**config.mk**
```make
export PLATFORM = sky130hd
export DESIGN_NAME = mux_nx1_stream
export DESIGN_NICKNAME = d
export VERILOG_FILES = /design/src/rtl/mux_nx1_stream.sv
export SDC_FILE = /design/constraint.sdc
export NUM_CORES = 1
export LEC_CHECK = 0
export CORE_MARGIN = 2
export CORE_UTILIZATION = 40
export CTS_BUF_LIST = sky130_fd_sc_hd__clkbuf_16
export DETAILED_ROUTE_END_ITERATION = 16
export PLACE_DENSITY = 0.8
export REMOVE_ABC_BUFFERS = 1
export SLEW_MARGIN = 20
export SYNTH_ARGS = -nofsm -noshare
export SYNTH_HDL_FRONTEND = slang
export SYNTH_SLANG_ARGS = --single-unit
```
**constraint.sdc**
```tcl
create_clock -name clk_in -period 3.45 [get_ports clk_in]
set_clock_uncertainty 0.05 [all_clocks]
set_input_delay 1.035 -clock clk_in [delete_from_list [all_inputs] [get_ports clk_in]]
set_output_delay 1.035 -clock clk_in [all_outputs]
set_load 0.05 [all_outputs]
```
**src/rtl/mux_nx1_stream.sv**
```systemverilog
// rtl/mux_nx1_stream.sv - registered N-channel stream multiplexer with fixed or round-robin select
//
// Purpose:
//   Picks one of N_CH valid/ready producer streams per beat and registers the
//   beat into a single output slot. The channel is chosen in one of two ways:
//     - fixed mode: the channel given on sel_in
//     - round-robin mode: a rotating search that starts after the last granted channel
//   The output slot can drain and refill on the same edge, so the mux sustains
//   one beat per cycle.
//
// Ports:
//   clk_in       rising-edge clock
//   rst_n_in     asynchronous active-low reset
//   mode_in      0 = fixed select via sel_in, 1 = round-robin
//   sel_in       channel index used in fixed mode
//   d_valid_in   per-channel valid
//   d_in         packed channel data, channel i at [i*WIDTH +: WIDTH]
//   d_ready_out  per-channel ready, one-hot or zero
//   d_valid_out  output beat valid
//   d_out        output beat data
//   ch_out       source channel of the output beat
//   d_ready_in   consumer ready

module mux_nx1_stream #(
  parameter int N_CH  = 4,
  parameter int WIDTH = 8,
  localparam int SEL_W = $clog2(N_CH)
) (
  input  logic                  clk_in,
  input  logic                  rst_n_in,
  input  logic                  mode_in,
  input  logic [SEL_W-1:0]      sel_in,
  input  logic [N_CH-1:0]       d_valid_in,
  input  logic [N_CH*WIDTH-1:0] d_in,
  output logic [N_CH-1:0]       d_ready_out,
  output logic                  d_valid_out,
  output logic [WIDTH-1:0]      d_out,
  output logic [SEL_W-1:0]      ch_out,
  input  logic                  d_ready_in
);

  // Round-robin pointer: index of the most recently granted channel.
  logic [SEL_W-1:0] ptr;

  // Unpacked view of the channel data, so selection is a plain array read.
  logic [WIDTH-1:0] ch_data [N_CH];

  logic             space;
  logic             fx_valid;
  logic             rr_valid;
  logic [SEL_W-1:0] rr_g;
  logic [SEL_W-1:0] g;
  logic             grant_valid;
  logic             take;
  logic [WIDTH-1:0] g_data;

  for (genvar i = 0; i < N_CH; i++) begin : g_unpack
    assign ch_data[i] = d_in[i*WIDTH +: WIDTH];
  end

  // The slot can accept a beat when it is empty or is being drained right now.
  assign space = !d_valid_out || d_ready_in;

  // Fixed-mode grant. An index beyond the last channel never grants, which
  // only matters when N_CH is not a power of two.
  always_comb begin
    fx_valid = 1'b0;
    if (int'(sel_in) < N_CH) begin
      fx_valid = d_valid_in[sel_in];
    end
  end

  // Round-robin search over ptr+1, ptr+2, ... ptr+N_CH (mod N_CH). The loop
  // runs from the farthest candidate to the nearest, so the nearest valid
  // channel is written last and wins.
  always_comb begin
    int               idx;
    logic [SEL_W-1:0] cand;
    rr_g     = '0;
    idx      = 0;
    cand     = '0;
    rr_valid = |d_valid_in;
    for (int k = N_CH; k >= 1; k--) begin
      idx  = (int'(ptr) + k) % N_CH;
      cand = SEL_W'(idx);
      if (d_valid_in[cand]) begin
        rr_g = cand;
      end
    end
  end

  // Final grant. Holding reset suppresses the grant, so no producer sees
  // ready while the slot is held empty.
  always_comb begin
    g           = mode_in ? rr_g : sel_in;
    grant_valid = rst_n_in && (mode_in ? rr_valid : fx_valid);
    take        = grant_valid && space;
  end

  always_comb begin
    g_data = '0;
    for (int i = 0; i < N_CH; i++) begin
      if (g == SEL_W'(i)) begin
        g_data = ch_data[i];
      end
    end
  end

  always_comb begin
    d_ready_out = '0;
    for (int i = 0; i < N_CH; i++) begin
      d_ready_out[i] = take && (g == SEL_W'(i));
    end
  end

  // Output slot and pointer. A load takes priority over a drain, which gives
  // back-to-back beats with no bubble. The pointer follows every grant, in
  // either mode, so rotation stays fair across mode switches.
  always_ff @(posedge clk_in or negedge rst_n_in) begin
    if (!rst_n_in) begin
      d_valid_out <= 1'b0;
      d_out       <= '0;
      ch_out      <= '0;
      ptr         <= SEL_W'(N_CH - 1);
    end else if (take) begin
      d_valid_out <= 1'b1;
      d_out       <= g_data;
      ch_out      <= g;
      ptr         <= g;
    end else if (d_ready_in) begin
      d_valid_out <= 1'b0;
    end
  end

endmodule
```
======== After elaboration in Yosys (flattened, before gate mapping) ========
Index checks and enable logic that the tools add are counted.
storage, ports and cells
  output and inout bits ................... 15
  bits in latches ......................... 0
  memory bits (read-only) ................. 0
  bits in writable memories ............... 0
  flip-flop bits (word level) ............. 13
  memories ................................ 0
  input bits .............................. 42
operators by class
  reductions and logical operators ........ 11
  $mul .................................... 0
  bitwise operators ....................... 0
  eq/ne operators ......................... 3
  div/mod/pow operators ................... 0
  shifts and indexed selects .............. 0
  mux-type cells .......................... 22
  $add $sub $neg .......................... 4
  order comparisons ....................... 5
operators with widths
  cell                                                                  number
  8-bit two-way mux                                                     4
  2-bit by 3-bit < comparator with 1-bit output, second input constant  5
  1-bit binary-select mux with 2-bit select                             5
  2-bit two-way mux                                                     5
  1-bit two-way mux                                                     8
  1-bit logical AND                                                     6
  2-bit by 1-bit adder with 2-bit output, second input constant         2
  2-bit adder, second input constant                                    2
  2-bit == test, second input constant                                  2
  4-bit OR reduction                                                    1
  2-bit by 1-bit == test with 1-bit output, second input constant       1
  2-bit zero test                                                       1
  2-bit nonzero test                                                    1
  1-bit zero test                                                       1
  1-bit logical OR                                                      1

======== Depth between registers and ports, before layout ========
  word-level depth ........................ 13
  gate-level depth with buffers ........... 7

======== Least setup slack after synthesis ========
No wires, ideal clock.
  path kind ............................... input port to output port
  from .................................... input port d_valid_in[3]
  to ...................................... output port d_ready_out[0]
  data arrival time ....................... 2.984 ns
  path slack .............................. -0.619 ns
  cell stages on the path ................. 6
  required time ........................... 2.365 ns
  path through ............................ nor3b_1 -> a311oi_2 -> o221a_2 -> buf_4 -> nor2_1 -> nor3_1
on the way
  cells in the longest elaborated chain, start to end .. 9
ends and longest elaborated chain
  element                                    RTL line  text
  start: declaration                         33        input logic [N_CH-1:0] d_valid_in,
  1-bit binary-select mux with 2-bit select  86        if (d_valid_in[cand]) begin
  1-bit two-way mux (implied by the code)    86
  2-bit two-way mux (4 in series)            86
  2-bit two-way mux                          95        g = mode_in ? rr_g : sel_in;
  2-bit zero test                            112       d_ready_out[i] = take && (g == SEL_W'(i));
  1-bit logical AND (*)                      112
  end: declaration                           35        output logic [N_CH-1:0] d_ready_out,
Every way passes the cells marked *; elsewhere a longest branch is shown, timed or not. The select of a mux whose other input is x is not followed.

======== Worst setup path after layout ========
Ends and elaborated chain as after synthesis.

==> impl_results.md <==
- RSZ-0062 raised after global routing: yes
- Worst supply voltage drop on vdd: 0.5953 mV
- Instance count of the mapped netlist: 131
- Final worst-path cycle share: 1.000
- Fin crit period: 3452 ps
- Setup-violating endpoint count in the final report: 1
- Tightest hold margin: 423.1 ps
- Startpoint types: input port
- Clock Tree Root: clkbuf_16
- Starting Density: 0.4183
- Antenna diode count: 0
- Most repeated cell in the gate-level netlist after synthesis: inv_1
- Post-route cell area: 2068 µm²
- Number of global-route vias before repair: 1313
- Portion of synthesized cell area occupied by the leading cell type: 0.2386
- Total vias in the final route: 1368
- Total clock buffers created by CTS: 3
- Largest net degree at the start of global routing: 22
- Yosys Warn Count: 0
- Final Max Slew Viols: 0
- Dpl hpwl: 2923 µm
- Data required time at the worst endpoint: 2360 ps
- HP Start: ch_out[0]
- Share of synthesized cell area in full adder, half adder and majority cells: 0
- Total standard cell area after synthesis: 1154 µm²
- Flip-flop and latch count after synthesis: 13
- Deepest level of the CTS H-tree: 1
- Number of enable-type register cells in the synthesized netlist: 0
- Std-Cell Core Area: 2758 µm²
- Critical path class: input port to output pin
- Area Overhead vs Synth: 79.28%
- Cell row count: 19
- Critical path arrival: 2370 ps
- Clock Pin Slew Worst Setup and Hold Paths: 40 ps
- Worst r2r dst: d_out[0]
- Average wire length per cell after detail routing: 16.65 µm
- Number of cells traversed by the worst register-to-register path: 7
- Count of TritonRoute iterations in the first routing pass: 4
- First-pass GRT wire length: 6106 µm
- Top achievable clock speed: 289.7 MHz
- Xor and xnor area share after synthesis: 0
- Distinct cells, synth: 35
- Dominant synthesized flop cell: dfrtp_1
- Register-to-register path setup slack: 1240 ps
- Class of the tightest hold or removal check: flop to flop
- Violations in the final reports: negative setup slack
- Instance area after placement: 1847 µm²
- Result of the run: finished, violations left
- Setup WS post-layout: -1.634 ps
- Worst Hold End: ch_out[0]
- Syn Area/Cell: 8.806 µm²
- Actual slew at the worst max-slew pin: 504.1 ps
- Biggest area contributors in the synthesized netlist: dfrtp_1 (24%), a311oi_1 (12%), inv_1 (6.2%)
- Iteration-0 DRC count of the detailed router: 58
- Total I/O pin count: 57
- Sequential area share after synthesis: 0.2842
- Width of the die: 57.71 µm
- Total die area: 3330 µm²
- Synth Area in Compound Gates: 0.4176
- Die Y-Extent: 57.71 µm
- Total number of clock tree sinks: 13
- Worst reg2reg startpoint: ptr[1]
- Post-Route Utilization: 0.7500
- Cts-stage hold buffer count: 0
- Sort of element at the end of the critical path: output pin
- Post-synth top cells: inv_1 (19), a311oi_1 (16), dfrtp_1 (11), nand2_1 (11), buf_2 (9)
- Placer Congestion: 0.9735
- Clk Latency, worst-skew pair: 240 ps
- Post-layout net count: 243
- Largest family of logic cells by synthesized area: compound AO/OA/AOI/OAI gates
- DR vias/cell: 5.922
- Worst hold stages: 1
- Fraction of synthesized area in multiplexers: 0.04230
- Max Cap Violations: 0
- Power Density: 493.0 nW/µm²
- Share of final-layout standard cells stronger than drive strength 1: 0.3200
- Maximum number of buffers from clock root to sink: 2
- Residual DRC: 0
- Static Leakage: 0.8758 nW
- Post-synth ARST share: 1.000
- Post-synthesis share of cell area spent on and, or, nand and nor gates: 0.1258
- Number of routed nets with antenna violations: 0
- Endpoints failing hold: 0
- Number of antenna violations at the first check in global routing: 0
- Most area-hungry cell type in the Yosys netlist: dfrtp_1
- IO Port Bufs: 56
- Global Route Usage Sum: 0.2388
- Max transition margin: 0.6629
- Grt total ovfl: 0
- Worst Path Max Fanout: 6
- CTS tree: done
- Total Wirelength: 3846 µm
- Post-route total power: 1.020 mW
[how the worst max path moves through the flow]
stage                  startpoint              to  slack [ps]
floorplan               sel_in[0]  d_ready_out[0]        -670
global placement        sel_in[0]  d_ready_out[2]        -380
detailed placement  d_valid_in[2]  d_ready_out[0]        -480
CTS                 d_valid_in[1]  d_ready_out[0]           4
global route        d_valid_in[3]  d_ready_out[0]         -50
finish              d_valid_in[3]  d_ready_out[0]          -2
[timing repair]
item / CTS / global route
buffers inserted: 1 / 2
setup endpoints to repair: 4 / 4
gates resized for setup: 40 / 16
pin swaps: 8 / 8
[cell families (layout without fill, tap and decap cells)]
family	Yosys count	after routing
flip-flops	13	13
buffers and inverters	34	103
AND/OR/NAND/NOR	28	28
multiplexers	3	3
AO/OA/AOI/OAI	53	53
[placed cells by master, fill, tap and decap left out, types with 2 or more instances in the layout]
cell,count
buf_2,2
buf_6,5
dlygate4sd2_1,2
clkdlybuf4s50_1,45
nand2b_4,3
dfrtp_1,11
a2111oi_1,7
mux2_2,2
nor3b_4,2
nor3_2,2
clkbuf_16,3
a21o_1,2
dfstp_2,2
nand2_1,10
a221oi_1,8
inv_1,20
nor2_2,2
buf_4,23
buf_12,2
o31ai_1,8
a311oi_1,16
[worst max-delay path, cell delays in order]
cell and delay (ps):
buf_8 110, nor3b_4 150, a311oi_4 360, o221a_4 270
nor2_4 50, nor3_2 210, buf_6 180
[stage by stage]
stage               setup WS, ps  setup TNS (ps)  std cells
detailed placement        -480.2           -1809        224
global route              -53.60          -53.60        231
floorplan                 -666.1           -2565        116
CTS                        4.375               0        229
finish                    -1.634          -1.634        231
global placement          -383.1           -1520        224
[layout make-up]
| type | count | area [µm²] |
|---|---|---|
| clock buffer | 3 | 75.07 |
| clock inverter | 1 | 3.754 |
| fill | 190 | 689.4 |
| inverter | 19 | 71.32 |
| multi-input combinational | 84 | 789.5 |
| sequential | 13 | 327.8 |
| tap | 31 | 38.79 |
| timing repair buffer | 80 | 762.0 |
[metal layers]
| metal | track usage | wire (µm) | up-vias | part of all wire |
|---|---|---|---|---|
| met3 | 0.03125 | 290 | 4 | 0.075 |
| met4 | 0.08306 | 56 | 0 | 0.015 |
| met5 | 0 | 0 | - | 0 |
| met1 | 0.2992 | 1499 | 657 | 0.39 |
| li1 | - | - | 650 | - |
| met2 | 0.4205 | 2000 | 57 | 0.52 |
[where the power goes]
group	switching, mW	leakage (nW)	total [mW]	internal, mW
sequential	0.0392	0.155	0.240	0.201
combinational	0.324	0.678	0.565	0.241
clock	0.0621	0.0423	0.215	0.153
[flip-flops by register name, summed over array words and instances, names as in the netlist]
signal,count
d_out,8
ch_out,2
ptr,2
d_valid_out,1
Power figures use the tool's default switching activity.
